[src/rtl/calc_ctrl.sv]
// Calculator sequencer: synchronises buttons, latches an ALU op on execute and writes the result back.
// Optional build macro CALC_CTRL_DEBOUNCE_EN adds a DEB_CYCLES stability filter on the execute button.
module calc_ctrl #(
  parameter int WIDTH      = 16,
  parameter int DEB_CYCLES = 16
) (
  input  logic             clk,
  input  logic             reset,
  input  logic             btnl,
  input  logic             btnc,
  input  logic             btnr,
  input  logic             btnd,
  input  logic             btnu,
  input  logic [WIDTH-1:0] sw,
  input  logic [WIDTH-1:0] alu_result,
  output logic [3:0]       alu_op,
  output logic [WIDTH-1:0] alu_a,
  output logic [WIDTH-1:0] alu_b,
  output logic [WIDTH-1:0] accum,
  output logic             busy,
  output logic             done
);

  typedef enum logic [1:0] {IDLE, EXEC, WB, WAIT_REL} state_t;

  state_t     state, next_state;
  logic [4:0] sync1, sync2;
  logic       l_sync, c_sync, r_sync, d_sync, u_sync;
  logic       d_level, d_prev, armed, go;
  logic [1:0] settle;
  logic [3:0] op_map;

  // NOTE: sequential state uses non-blocking assignments so every flop samples pre-edge values.
  always_ff @(posedge clk or posedge reset) begin
    if (reset) begin
      sync1 <= '0;
      sync2 <= '0;
    end else begin
      sync1 <= {btnl, btnc, btnr, btnd, btnu};
      sync2 <= sync1;
    end
  end

  assign {l_sync, c_sync, r_sync, d_sync, u_sync} = sync2;

`ifdef CALC_CTRL_DEBOUNCE_EN
  localparam int CW = $clog2(DEB_CYCLES + 1);
  logic [CW-1:0] deb_cnt;
  logic          deb_level;

  always_ff @(posedge clk or posedge reset) begin
    if (reset) begin
      deb_cnt   <= '0;
      deb_level <= 1'b0;
    end else if (!d_sync) begin
      deb_cnt   <= '0;
      deb_level <= 1'b0;
    end else if (deb_cnt == CW'(DEB_CYCLES - 1)) begin
      deb_level <= 1'b1;
    end else begin
      deb_cnt <= deb_cnt + 1'b1;
    end
  end

  assign d_level = deb_level;
`else
  assign d_level = d_sync;
`endif

  // The synchronisers read 0 right after reset, so a button held through reset would look like a
  // fresh press; go stays disarmed until the settled synchroniser has actually seen btnd low.
  always_ff @(posedge clk or posedge reset) begin
    if (reset) begin
      settle <= '0;
      d_prev <= 1'b0;
      armed  <= 1'b0;
    end else begin
      settle <= {settle[0], 1'b1};
      d_prev <= d_level;
      if (settle[1] && !d_sync) armed <= 1'b1;
    end
  end

  assign go = armed & d_level & ~d_prev;

  always_comb begin
    // NOTE: default first so no path leaves op_map unassigned and infers a latch.
    op_map = 4'b0000;
    case ({l_sync, c_sync, r_sync})
      3'b000: op_map = 4'b0000;
      3'b001: op_map = 4'b0001;
      3'b010: op_map = 4'b0010;
      3'b011: op_map = 4'b0110;
      3'b100: op_map = 4'b0100;
      3'b101: op_map = 4'b1001;
      3'b110: op_map = 4'b1010;
      3'b111: op_map = 4'b0101;
      default: op_map = 4'b0000;
    endcase
  end

  always_comb begin
    next_state = state;
    case (state)
      IDLE:     if (!u_sync && go) next_state = EXEC;
      EXEC:     next_state = WB;
      WB:       next_state = WAIT_REL;
      WAIT_REL: if (!d_sync) next_state = IDLE;
      default:  next_state = IDLE;
    endcase
  end

  // The accumulator is written on the EXEC->WB edge so WB presents the new value with done high.
  always_ff @(posedge clk or posedge reset) begin
    if (reset) begin
      state  <= IDLE;
      accum  <= '0;
      alu_op <= 4'b0000;
      alu_b  <= '0;
      done   <= 1'b0;
    end else begin
      state <= next_state;
      done  <= (state == EXEC);
      if (state == IDLE && u_sync) begin
        accum <= '0;
      end else if (state == IDLE && go) begin
        alu_op <= op_map;
        alu_b  <= sw;
      end
      if (state == EXEC) accum <= alu_result;
    end
  end

  assign alu_a = accum;
  assign busy  = (state != IDLE);

endmodule

[config.mk]
export PLATFORM = sky130hd
export DESIGN_NAME = calc_ctrl
export DESIGN_NICKNAME = d
export VERILOG_FILES = /design/src/rtl/calc_ctrl.sv
export SDC_FILE = /design/constraint.sdc
export NUM_CORES = 1
export LEC_CHECK = 0
export BUFFER_PORTS_ARGS = -buffer_cell sky130_fd_sc_hd__buf_4
export CAP_MARGIN = 0
export CORE_MARGIN = 3
export CORE_UTILIZATION = 47
export DETAILED_ROUTE_END_ITERATION = 12
export GPL_TIMING_DRIVEN = 0
export HOLD_SLACK_MARGIN = 0.12
export MAX_ROUTING_LAYER = met4
export PLACE_DENSITY = 0.79
export SYNTH_ARGS = -nofsm -noshare
export SYNTH_HDL_FRONTEND = slang
export SYNTH_SLANG_ARGS = --single-unit
[constraint.sdc]
create_clock -name clk -period 2.5 [get_ports clk]
set_clock_uncertainty 0.2 [all_clocks]
set_input_delay 0.375 -clock clk [delete_from_list [all_inputs] [get_ports clk]]
set_output_delay 0.375 -clock clk [all_outputs]
set_load 0.05 [all_outputs]
==> summary.md <==
| Metric | Value |
|---|---|
| Worst-path clk slew | 0.09 ns |
| Main combinational cell family by area after synthesis | multiplexers |
| Int Power | 2.46 mW |
| Unrepaired setup endpoints after global routing | false |
| Global route overflow | 0 |
| Xor/xnor cell area share of the yosys netlist | 0 |
| Synthesized flop and latch total | between 50 and 60 |
| RR Startpoint | state[1]$_DFFE_PP0P_ |
| Critical R2R Capture | accum[4]$_DFFE_PP0P_ |
| VDD IR max | 1040 uV |
| First-pass GRT wire length | roughly 8 mm |
| Worst-Margin Slew | 0.532 ns |
| Compound-cell area share of the yosys netlist | 0.0931 |
| Initial Util | 0.512 |
| Sequential share of power | 0.286 |
| Buf/Inv on CP | 3 |
| Die H | between 70 and 80 um |
| Die ar. | roughly 5400 um^2 |
| Htree depth | 2 |
| Remaining antenna violation count | 0 |
| Clock network power share | 0.100 |
| Largest net degree at the start of global routing | 34 |
| CP peak stage delay | 0.47 ns |
| Vias per cell | ~4.8 |
| Post-Synth Simple-Gate Area | 0.0215 |
| # setup viols final | 0 |
| Synth Cell Area | about 2100 um^2 |
| Crit-path slowest cell | a21oi_1 |
| Combinational Power Share | 0.614 |
| Crit path kind | reg2reg |
| Share of cells above drive strength 1 | 0.498 |
| I/O Buffers | 92 |
| Synth top area share | 0.617 |
| Quantity of gates resized following cts | 0 |
| Post-DP Area | 2920 um^2 |
| Max Freq | 478 MHz |
| Ant. Diodes | 0 |
| Total number of vias | 1599 |
| Io pins | a little over 90 |
| Switch share | 0.498 |
| GPL Wtd Cong | 0.751 |
| Slew Limit Headroom | 0.645 |
| Final wirelength | 5.00 mm |
| Clk sinks | 53 |
| Synthesized area per cell | 15.1 um^2 |
| CP startpoint | state[1]$_DFFE_PP0P_ |
| Core area | 4200 um^2 |
| Hpwl dp | between 3 and 4 mm |
| Synth top area cells | dfrtp_1 62%, mux2_4 11%, a22o_1 6.5% |
| Worst hold start | sync1[2]$_DFF_PP0_ |
| Hold Path Class | reg2reg |
| Final Max Slew Viols | 0 |
| Initial antenna violation count | 0 |
| Layout area overhead | 58.0% |
| Mux contribution to synthesized area | 0.136 |
| Post-Synthesis Cells | between 100 and 150 |
| Fin util | 0.809 |
| LEAKAGE | 1.78 nW |
| Num CTS Buffers | 5 |
| Worst skew pair latency | a little over 0.3 ns |
| DRC Markers | 0 |
| CTS tree | yes |
| Fin crit period | 2.09 ns |
| CP Capture Type | flip-flop |
| Sw power | 2.44 mW |
| Number of synthesis warnings | 0 |
| Via count of the first global-routing pass | 1663 |
| Critical path launch point type | flip-flop |
| Post-synthesis adder-cell area fraction | 0.0466 |
| Root Buffer | clkbuf_8 |
| Crit path cell chain | inv_1 -> ha_1 -> clkbuf_1 -> a21oi_1 -> buf_2 -> a22o_1 |
| Crit share post-route | 0.836 |
| Pwr dens | 1440 nW/um^2 |
| Delay-heaviest family, CP | compound AO/OA/AOI/OAI gates |
| R2R setup slack | 0.41 ns |
| Reg2reg path depth | 6 |
| Synth Net Count | 189 |
| Wire per inst | 15.1 um |
| Setup TNS | 0 ns |
| Worst Hold Depth | 0 |
| Worst Path Arrival | 2.13 ns |
| Hold Path End | sync2[2]$_DFF_PP0_ |
| Synth cell types | 20 |
| CP Max Fanout | 10 |
| Critical Path RT | ~2.5 ns |
| Nets | 327 |
| Fin cells | between 300 and 400 |
| GRT Util Overall | 0.208 |
| Leading area contributor after synthesis | dfrtp_1 |
| Initial detailed-routing violation count | 62 |
| Outcome | complete, no violations |
| DIE WIDTH | 73.6 um |
| Final Hold Fails | 0 |
| DP Cell Count | between 200 and 300 |
| Clk buf depth | 2 |
| Sequential fraction of the synthesis area | 0.617 |
| DRT Pass-1 Iters | 4 |
| Row cnt | 23 |
| Max Cap Violations | 0 |
| Cell area after layout | 3400 um^2 |
[layout make-up]
class                   count  area, um^2
plain buffers              21         155
clock buffers               5        68.8
clock inverters             3        25.0
fillers                   244         805
inverters                   7        26.3
multi-input cells          61         642
flip-flops and latches     53        1330
well taps                  50        62.6
repair buffers            131        1090
[cell usage after synthesis (all sizes together)]
master	number
nor2	1
ha	8
dfrtp	53
or2	1
conb	1
mux2	17
inv	7
a21o	1
nand2b	1
o21ai	8
a22o	16
a22oi	1
nand4bb	1
buf	19
a21oi	1
mux2i	4
clkbuf	2
[worst reg2reg max path, delay by kind of cell, from the launching register on]
kind / cells / cell delay [ns]
AO/OA/AOI/OAI: 2 / 0.63
buffers and inverters: 3 / 0.60
flip-flops: 1 / 0.41
adder cells (fa/ha/maj): 1 / 0.20
[state kept, by name, indices dropped and copies added, names as in the netlist]
register and flops:
accum 16, alu_b 16, sync1 5, sync2 5, alu_op 4, settle 2
state 2, armed 1, d_prev 1, done 1
[through the flow]
step	setup WS, ns	hold WS, ns	power [mW]
2_1_floorplan	0.481	0.131	3.50
3_3_place_gp	0.0406	0.132	4.31
3_5_place_dp	0.439	0.135	4.36
4_1_cts	0.421	0.154	4.90
5_1_grt	0.157	0.161	5.12
6_report	0.410	0.155	4.90
[what timing repair did]
action,CTS,global route
hold buffers,38,0
setup buffers,0,0
endpoints found under the hold margin,57,0
[power groups by stage]
stage	clock network (mW)	registers (mW)	logic, mW
4_1_cts	0.507	1.39	3.00
5_1_grt	0.534	1.44	3.15
2_1_floorplan	0	2.35	1.16
3_3_place_gp	0	1.39	2.93
6_report	0.489	1.40	3.01
3_5_place_dp	0	1.39	2.96
[per-layer routing]
layer  vias to the layer above  GRT usage  routed length [um]  share of wire
met5                         -          -                   0              0
met4                         0     0.0543                  37         0.0074
li1                        742          -                   -              -
met2                        81      0.322                2370           0.47
met3                         4     0.0657                 442          0.088
met1                       772      0.267                2150           0.43
[kinds of logic (layout without fill, tap and decap cells)]
kind of cell,count (synthesis),count (layout)
other,1,1
AO/OA/AOI/OAI,27,27
buffers and inverters,28,167
multiplexers,21,21
adder cells (fa/ha/maj),8,8
flip-flops,53,53
AND/OR/NAND/NOR,4,4
[worst max-delay path by stage]
| stage | to | slack (ns) | cells after the start |
|---|---|---|---|
| after floorplan | alu_b[10]$_DFFE_PP0P_ | 0.48 | 6 |
| after global placement | done$_DFF_PP0_ | 0.04 | 2 |
| after detailed placement | accum[4]$_DFFE_PP0P_ | 0.44 | 6 |
| after CTS | accum[4]$_DFFE_PP0P_ | 0.42 | 6 |
| after global routing | accum[4]$_DFFE_PP0P_ | 0.16 | 6 |
| final | accum[4]$_DFFE_PP0P_ | 0.41 | 6 |
[placed cells by master (no fill, tap or decap), drive strengths merged]
master,instances
nand4bb,1
clkinvlp,1
a21oi,1
o21ai,8
nor2,1
conb,1
inv,9
a21o,1
clkbuf,7
mux2,17
dlygate4sd3,38
a22o,16
ha,8
dfrtp,53
nand2b,1
a22oi,1
buf,112
or2,1
mux2i,4
(Power assumes the default switching activity.)
